[config.mk]
export PLATFORM = sky130hd
export DESIGN_NAME = tdm_demux_flat
export DESIGN_NICKNAME = d
export VERILOG_FILES = /design/src/rtl/tdm_demux_pkg.sv /design/src/rtl/tdm_demux_if.sv /design/src/rtl/tdm_slot_bank.sv /design/src/rtl/tdm_demux.sv /design/src/flat_wrapper.sv
export SDC_FILE = /design/constraint.sdc
export NUM_CORES = 1
export LEC_CHECK = 0
export BUFFER_PORTS_ARGS = -buffer_cell sky130_fd_sc_hd__clkbuf_2
export CORE_ASPECT_RATIO = 1.2
export CORE_UTILIZATION = 40
export CTS_BUF_LIST = sky130_fd_sc_hd__clkbuf_8
export DETAILED_ROUTE_END_ITERATION = 8
export SYNTH_ARGS = -nofsm -noshare
export SYNTH_HDL_FRONTEND = slang
export SYNTH_HIERARCHICAL = 1
export SYNTH_SLANG_ARGS = --single-unit
export TNS_END_PERCENT = 10
[constraint.sdc]
create_clock -name clk -period 3.65 [get_ports clk]
set_input_delay 0.73 -clock clk [delete_from_list [all_inputs] [get_ports clk]]
set_output_delay 0.73 -clock clk [all_outputs]
set_load 0.1 [all_outputs]
[src/rtl/tdm_demux_pkg.sv]
// Shared constants for the TDM demultiplexer: FSM state encodings and N_CH limits.
package tdm_demux_pkg;

  localparam int unsigned N_CH_MIN = 2;
  localparam int unsigned N_CH_MAX = 16;

  localparam int unsigned STATE_W = 1;
  localparam logic [STATE_W-1:0] ST_IDLE    = 1'b0;
  localparam logic [STATE_W-1:0] ST_COLLECT = 1'b1;

endpackage

[src/rtl/tdm_demux_if.sv]
// Word-stream input and frame output bundle of the TDM demultiplexer.
interface tdm_demux_if #(
  parameter int unsigned N_CH = 4,
  parameter int unsigned W    = 8
);

  logic              in_valid;
  logic              in_sof;
  logic [W-1:0]      in_data;
  logic [N_CH*W-1:0] out_data;
  logic              out_valid;
  logic              frame_err;

  modport master (
    output in_valid, in_sof, in_data,
    input  out_data, out_valid, frame_err
  );

  modport slave (
    input  in_valid, in_sof, in_data,
    output out_data, out_valid, frame_err
  );

endinterface

[src/rtl/tdm_slot_bank.sv]
// N_CH x W staging registers: one write port, every word visible on a flat read vector.
module tdm_slot_bank #(
  parameter int unsigned N_CH = 4,
  parameter int unsigned W    = 8
) (
  input  logic                      clk,
  input  logic                      rst_n,
  input  logic                      we,
  input  logic [$clog2(N_CH)-1:0]   waddr,
  input  logic [W-1:0]              wdata,
  output logic [N_CH*W-1:0]         rd_flat
);

  logic [W-1:0] stage_q [N_CH];
  logic [W-1:0] stage_d [N_CH];

  always_comb begin
    stage_d = stage_q;
    if (we) stage_d[waddr] = wdata;
  end

  always_ff @(posedge clk or negedge rst_n) begin
    if (!rst_n) stage_q <= '{default: '0};
    else        stage_q <= stage_d;
  end

  always_comb begin
    rd_flat = '0;
    for (int unsigned k = 0; k < N_CH; k++) rd_flat[k*W +: W] = stage_q[k];
  end

endmodule

[src/rtl/tdm_demux.sv]
// Time-division demultiplexer: gathers N_CH successive slot words into one wide frame,
// publishing it with a one-cycle strobe and flagging orphan words and early SOFs.
module tdm_demux
  import tdm_demux_pkg::*;
#(
  parameter int unsigned N_CH = 4,
  parameter int unsigned W    = 8
) (
  input  logic        clk,
  input  logic        rst_n,
  tdm_demux_if.slave  bus
);

  localparam int unsigned SLOT_W = $clog2(N_CH);
  localparam logic [SLOT_W-1:0] SLOT_LAST = SLOT_W'(N_CH - 1);
  localparam logic [SLOT_W-1:0] SLOT_ONE  = SLOT_W'(1);

  if (N_CH < N_CH_MIN || N_CH > N_CH_MAX) begin : g_bad_n_ch
    $error("tdm_demux: N_CH out of legal range");
  end

  logic [STATE_W-1:0] state_q, state_d;
  logic [SLOT_W-1:0]  slot_q, slot_d;
  logic [N_CH*W-1:0]  out_data_q, out_data_d;
  logic               out_valid_q, out_valid_d;
  logic               frame_err_q, frame_err_d;

  logic               bank_we_c;
  logic [SLOT_W-1:0]  bank_waddr_c;
  logic [N_CH*W-1:0]  bank_flat;
  logic [N_CH*W-1:0]  frame_c;

  tdm_slot_bank #(.N_CH(N_CH), .W(W)) u_bank (
    .clk     (clk),
    .rst_n   (rst_n),
    .we      (bank_we_c),
    .waddr   (bank_waddr_c),
    .wdata   (bus.in_data),
    .rd_flat (bank_flat)
  );

  // Published frame is the bank plus the last-slot word arriving this cycle.
  always_comb begin
    frame_c = bank_flat;
    frame_c[(N_CH-1)*W +: W] = bus.in_data;
  end

  always_comb begin
    state_d      = state_q;
    slot_d       = slot_q;
    out_data_d   = out_data_q;
    out_valid_d  = 1'b0;
    frame_err_d  = 1'b0;
    bank_we_c    = 1'b0;
    bank_waddr_c = slot_q;

    case (state_q)
      ST_IDLE: begin
        if (bus.in_valid) begin
          if (bus.in_sof) begin
            bank_we_c    = 1'b1;
            bank_waddr_c = '0;
            slot_d       = SLOT_ONE;
            state_d      = ST_COLLECT;
          end else begin
            frame_err_d  = 1'b1;
          end
        end
      end
      ST_COLLECT: begin
        if (bus.in_valid) begin
          bank_we_c = 1'b1;
          if (bus.in_sof) begin
            // Early SOF restarts the frame; stale slots get rewritten before publish.
            frame_err_d  = 1'b1;
            bank_waddr_c = '0;
            slot_d       = SLOT_ONE;
          end else if (slot_q == SLOT_LAST) begin
            out_data_d   = frame_c;
            out_valid_d  = 1'b1;
            slot_d       = '0;
            state_d      = ST_IDLE;
          end else begin
            slot_d       = slot_q + SLOT_ONE;
          end
        end
      end
      default: begin
        state_d = ST_IDLE;
        slot_d  = '0;
      end
    endcase
  end

  always_ff @(posedge clk or negedge rst_n) begin
    if (!rst_n) begin
      state_q     <= ST_IDLE;
      slot_q      <= '0;
      out_data_q  <= '0;
      out_valid_q <= 1'b0;
      frame_err_q <= 1'b0;
    end else begin
      state_q     <= state_d;
      slot_q      <= slot_d;
      out_data_q  <= out_data_d;
      out_valid_q <= out_valid_d;
      frame_err_q <= frame_err_d;
    end
  end

  assign bus.out_data  = out_data_q;
  assign bus.out_valid = out_valid_q;
  assign bus.frame_err = frame_err_q;

endmodule

[src/flat_wrapper.sv]
// flat-port wrapper written by rule: the top's interface ports become plain ports
module tdm_demux_flat import tdm_demux_pkg::*;
#(
  parameter int unsigned N_CH = 4,
  parameter int unsigned W    = 8
)
  (clk, rst_n, bus_in_valid, bus_in_sof, bus_in_data, bus_out_data, bus_out_valid, bus_frame_err);
  tdm_demux_if #(.N_CH(N_CH), .W(W)) bus_i ();
  input  logic clk;
  input  logic rst_n;
  input wire logic [$bits(bus_i.in_valid)-1:0] bus_in_valid;
  input wire logic [$bits(bus_i.in_sof)-1:0] bus_in_sof;
  input wire logic [$bits(bus_i.in_data)-1:0] bus_in_data;
  output wire logic [$bits(bus_i.out_data)-1:0] bus_out_data;
  output wire logic [$bits(bus_i.out_valid)-1:0] bus_out_valid;
  output wire logic [$bits(bus_i.frame_err)-1:0] bus_frame_err;
  assign bus_i.in_valid = bus_in_valid;
  assign bus_i.in_sof = bus_in_sof;
  assign bus_i.in_data = bus_in_data;
  assign bus_out_data = bus_i.out_data;
  assign bus_out_valid = bus_i.out_valid;
  assign bus_frame_err = bus_i.frame_err;
  tdm_demux #(.N_CH(N_CH), .W(W)) u_core (.clk(clk), .rst_n(rst_n), .bus(bus_i));
endmodule
## After elaboration in Yosys (flattened, before gate mapping)

Index checks and enable logic that the tools add are counted.
W data, S select, Z words.

- Bits in registers: 69
- Bits of input ports: 12

- Bitwise logic cells: 3
- $add $sub $neg: 1
- Eq/ne operators: 4
- Reduce and logical (&&, ||, !) cells: 3
- Muxes and demuxes: 26
- Order comparisons: 2

Operators by type and width:

| cell | number |
|---|---|
| $bwmux W32 | 1 |
| $demux W8 S2 | 1 |
| $mux W2 | 7 |
| $mux W1 | 12 |
| $mux W8 | 1 |
| $ne A2 B2 Y1 const B | 3 |
| $pmux W1 S2 | 3 |
| $pmux W2 S2 | 1 |
| $reduce_and A4 Y1 | 1 |
| $ge A3 B3 Y1 const B | 1 |
| $lt A3 B1 Y1 const B | 1 |
| $not A2 Y3 | 1 |
| $reduce_and A3 Y1 | 1 |
| $add A2 B1 Y2 const B | 1 |
| $eq A2 B2 Y1 const B | 1 |
| $not A1 Y1 | 2 |
| $logic_and A1 B1 Y1 | 1 |

## Logic depth before layout (Yosys ltp)

- Depth after elaboration: 8
- Depth in mapped cells: 4
- Depth with buffers taken out: 4

## Modules after synthesis

The synthesis kept the hierarchy.

Modules (own cells, without submodules):

| module | seq. area each (um^2) | cells an instance | area an instance (um^2) | times used |
|---|---|---|---|---|
| tdm_demux | 925.9 | 92 | 1,587.8 | 1 |
| tdm_slot_bank | 800.8 | 68 | 1,212.4 | 1 |

## Least setup slack after synthesis

OpenSTA, ideal clock, no wires.

- Path type: input to register
- Start point: in bus_in_valid
- End point: reg u_core.u_bank.stage_q (netlist bit u_core/u_bank/rd_flat[16])
- Library setup time: 125 ps
- Data required time: 3,525 ps
- Arrival: 2,063 ps
- Cell stages on the path: 4
- Path slack: 1,462 ps
- Cells stage by stage: buf_2 > a21boi_0 > nand3b_2 > mux2_2

- Longest elaborated chain between the ends: 7
- Elaborated cells between the ends (all ways): 11
- Classes of those cells: 2 x order compare; 7 x mux; 1 x bitwise; 1 x reduce/logical

RTL lines:

| element | line | RTL |
|---|---|---|
| start, declared | flat_wrapper.sv:11 | `input wire logic [$bits(bus_i.in_valid)-1:0] bus_in_valid;` |
| $mux W2 (*) | tdm_demux.sv:59, tdm_demux.sv:71 |  |
| via u_core.bank_waddr_c[0] | tdm_demux.sv:29 | `logic [SLOT_W-1:0] bank_waddr_c;` |
| $not A2 Y3 (not written as such) (*) | tdm_slot_bank.sv:19 | `if (we) stage_d[waddr] = wdata;` |
| $ge A3 B3 Y1 (not written as such) or $lt A3 B1 Y1 (tied branches) | tdm_slot_bank.sv:19 |  |
| $logic_and A1 B1 Y1 (not written as such) | tdm_slot_bank.sv:19 |  |
| $mux W8 (not written as such) | tdm_slot_bank.sv:19 |  |
| $demux W8 S2 (*) | tdm_slot_bank.sv:19 |  |
| $bwmux W32 (*) | tdm_slot_bank.sv:19 |  |
| end signal, assigned | tdm_slot_bank.sv:24 | `else stage_q <= stage_d;` |
| end, declared | tdm_slot_bank.sv:14 | `logic [W-1:0] stage_q [N_CH];` |

The timed path passes the listed nets; every way through them passes the cells marked *.
A chain may end at the register's enable or synchronous reset.

## Worst setup path after layout

- Start point: reg u_core.slot_q[0]
- End point: reg u_core.out_data_q[22] (netlist: u_core/bus.out_data[22])

- Longest elaborated chain between the ends: 2

RTL lines:

| element | line | RTL |
|---|---|---|
| start, declared | tdm_demux.sv:23 | `logic [SLOT_W-1:0] slot_q, slot_d;` |
| start signal, assigned | tdm_demux.sv:104 | `slot_q <= slot_d;` |
| $eq A2 B2 Y1 | tdm_demux.sv:78 | `end else if (slot_q == SLOT_LAST) begin` |
| $reduce_and A4 Y1 (no source line) | n/a |  |
| end signal, assigned | tdm_demux.sv:105 | `out_data_q <= out_data_d;` |
| end, declared | tdm_demux.sv:24 | `logic [N_CH*W-1:0] out_data_q, out_data_d;` |

Every way passes these cells.

==> flow_summary.toml <==
[final_layout]
syn_to_final_growth_pct = 17.8
antennaDiodeCount = 0
fillers = 563
drive_gt1_share_pct = 61.6
register_area_um2 = 1530
multi_input_area_um2 = 911
nNetsFinal = 207

[die]
core.rowCount = 31
die_w_um = 74.2
io_pins = 46
die_y_um = 88.6
core_area_um2 = 6050
dieArea_um2 = 6570
start_util_pct = 41.3

[route]
drt_iter0_drc = 61
drc_errors = 0
ant_nets = 0
routed_wl_um = 4310
vias_per_cell = 4.80
via_count = 1345
firstDrtPassIters = 4
wl_per_cell_um = 15.4

[sta]
max_slew_margin_pct = 44.5
finalHoldViolCount = 0
fin_ws_ns = 1.60
tightest_slew_ns = 0.832
max_freq_ghz = 0.488
skew_ns = 0.00538
rsz0062_at_grt = "no"
slew_violations = 0
fin_crit_ns = 2.05
fin_crit_sh_pct = 56.2
setup_tns_ns = 0
hold_ws_ns = 0.481
finalSetupViolCount = 0

[hold_path]
hold_class = "in -> async"

[critical_path]
critPathMaxFanout = 33
criticalPathCategory = "reg -> reg"
cp-start-kind = "flip-flop"
crit_required_ns = 3.85
crit_arrival_ns = 2.25
end_kind = "flip-flop"

[cts]
cts_tree = "done"
cts_hold_buffers = 0
clock-sinks = 61
numCtsBuffers = 9
clock-root-buffer = "clkbuf_8"
clk_pin_slew_ns = 0.07
htreeDepth = 3
cts_max_path_buffers = 2
cts-resized-gates = 0
clkLatencyLatePin_ns = 0.32
post_cts_buffers = 0

[placement]
gp_congestion = 0.675
port_buffers = 45
place_ws_ns = 1.30
dp_hpwl_um = 2900

[global_route]
grt_pass1_wl_um = 6940
grt_pass1_vias = 1432
grt_max_degree = 34
grt_use_total_pct = 14.6
antenna_found_initial = 0
grt_overflow = 0

[status]
outcome = "complete, no violations"

[yosys]
synth_area_per_cell_um2 = 17.5
syn_inst = 143
synth_nets = 156
synth_area_um2 = 2500
yosys_warnings = 6

[job]
maxCapViolCount = 0
through the flow:
step | std cells | util [%] | cell area, um^2
finish | 280 | 48.7 | 2950
global route | 280 | 48.7 | 2950
CTS | 280 | 48.7 | 2950
detailed placement | 265 | 45.9 | 2780
global placement | 265 | 45.9 | 2780
floorplan | 143 | - | 2500
cells in the final DEF, fill, tap and decap left out:
cell and instances:
clkinvlp_4 1, nand3_1 1, or3b_2 1, nor3b_4 1
a21oi_1 1, a221o_1 1, nand4b_4 1, clkbuf_2 45
a22o_1 1, o21a_1 1, nand3b_2 2, inv_1 2
and2_1 1, mux2_4 29, clkinv_2 4, nor4bb_1 1
mux2_2 27, clkbuf_8 10, dfrtp_1 61, a21boi_0 1
ha_1 1, nand2_1 2, o221ai_1 1, xnor2_1 1
buf_4 1
registers in the layout (all words and copies together) (netlist names):
signal / flops
u_core/slot_q: 2
u_core/bus.frame_err: 1
u_core/u_bank/rd_flat: 24
u_core/state_q: 1
u_core/bus.out_valid: 1
u_core/bus.out_data: 32
worst max-delay path, stage by stage (launching register included):
cell and delay [ns]:
dfrtp_1 0.40, ha_1 0.28, nand4b_4 0.67, mux2_4 0.55
per-layer routing:
layer / wire length, um / GRT usage [%]
met4: 76 / 8.39
met5: 0 / 0
met1: 1790 / 17.8
met2: 2300 / 23.5
met3: 145 / 3.76
layout make-up:
class | count | share of cell area (%)
clock buffers | 10 | 4.67
clock inverters | 5 | 0.935
inverters | 2 | 0.255
multi-input cells | 74 | 30.9
flip-flops and latches | 61 | 51.8
well taps | 82 | 3.48
repair buffers | 46 | 7.90
final timing paths:
path | depth (start not counted) | slack [ns] | start | to
hold / removal | 1 | 0.48 | rst_n | u_core/bus.out_data[29]$_DFFE_PN0P_
min in group clk | 1 | 0.50 | u_core/bus.out_data[30]$_DFFE_PN0P_ | u_core/bus.out_data[30]$_DFFE_PN0P_
setup / recovery | 3 | 1.60 | u_core/slot_q[0]$_DFFE_PN0P_ | u_core/bus.out_data[22]$_DFFE_PN0P_
max in group asynchronous | 2 | 2.29 | rst_n | u_core/u_bank/rd_flat[2]$_DFFE_PN0P_
setup reg to reg | 3 | 1.60 | u_core/slot_q[0]$_DFFE_PN0P_ | u_core/bus.out_data[22]$_DFFE_PN0P_
hold reg to reg | 1 | 0.50 | u_core/bus.out_data[30]$_DFFE_PN0P_ | u_core/bus.out_data[30]$_DFFE_PN0P_
Power is not shown: default switching activity piles up to over one toggle a cycle in this logic, so the estimate is an artifact.
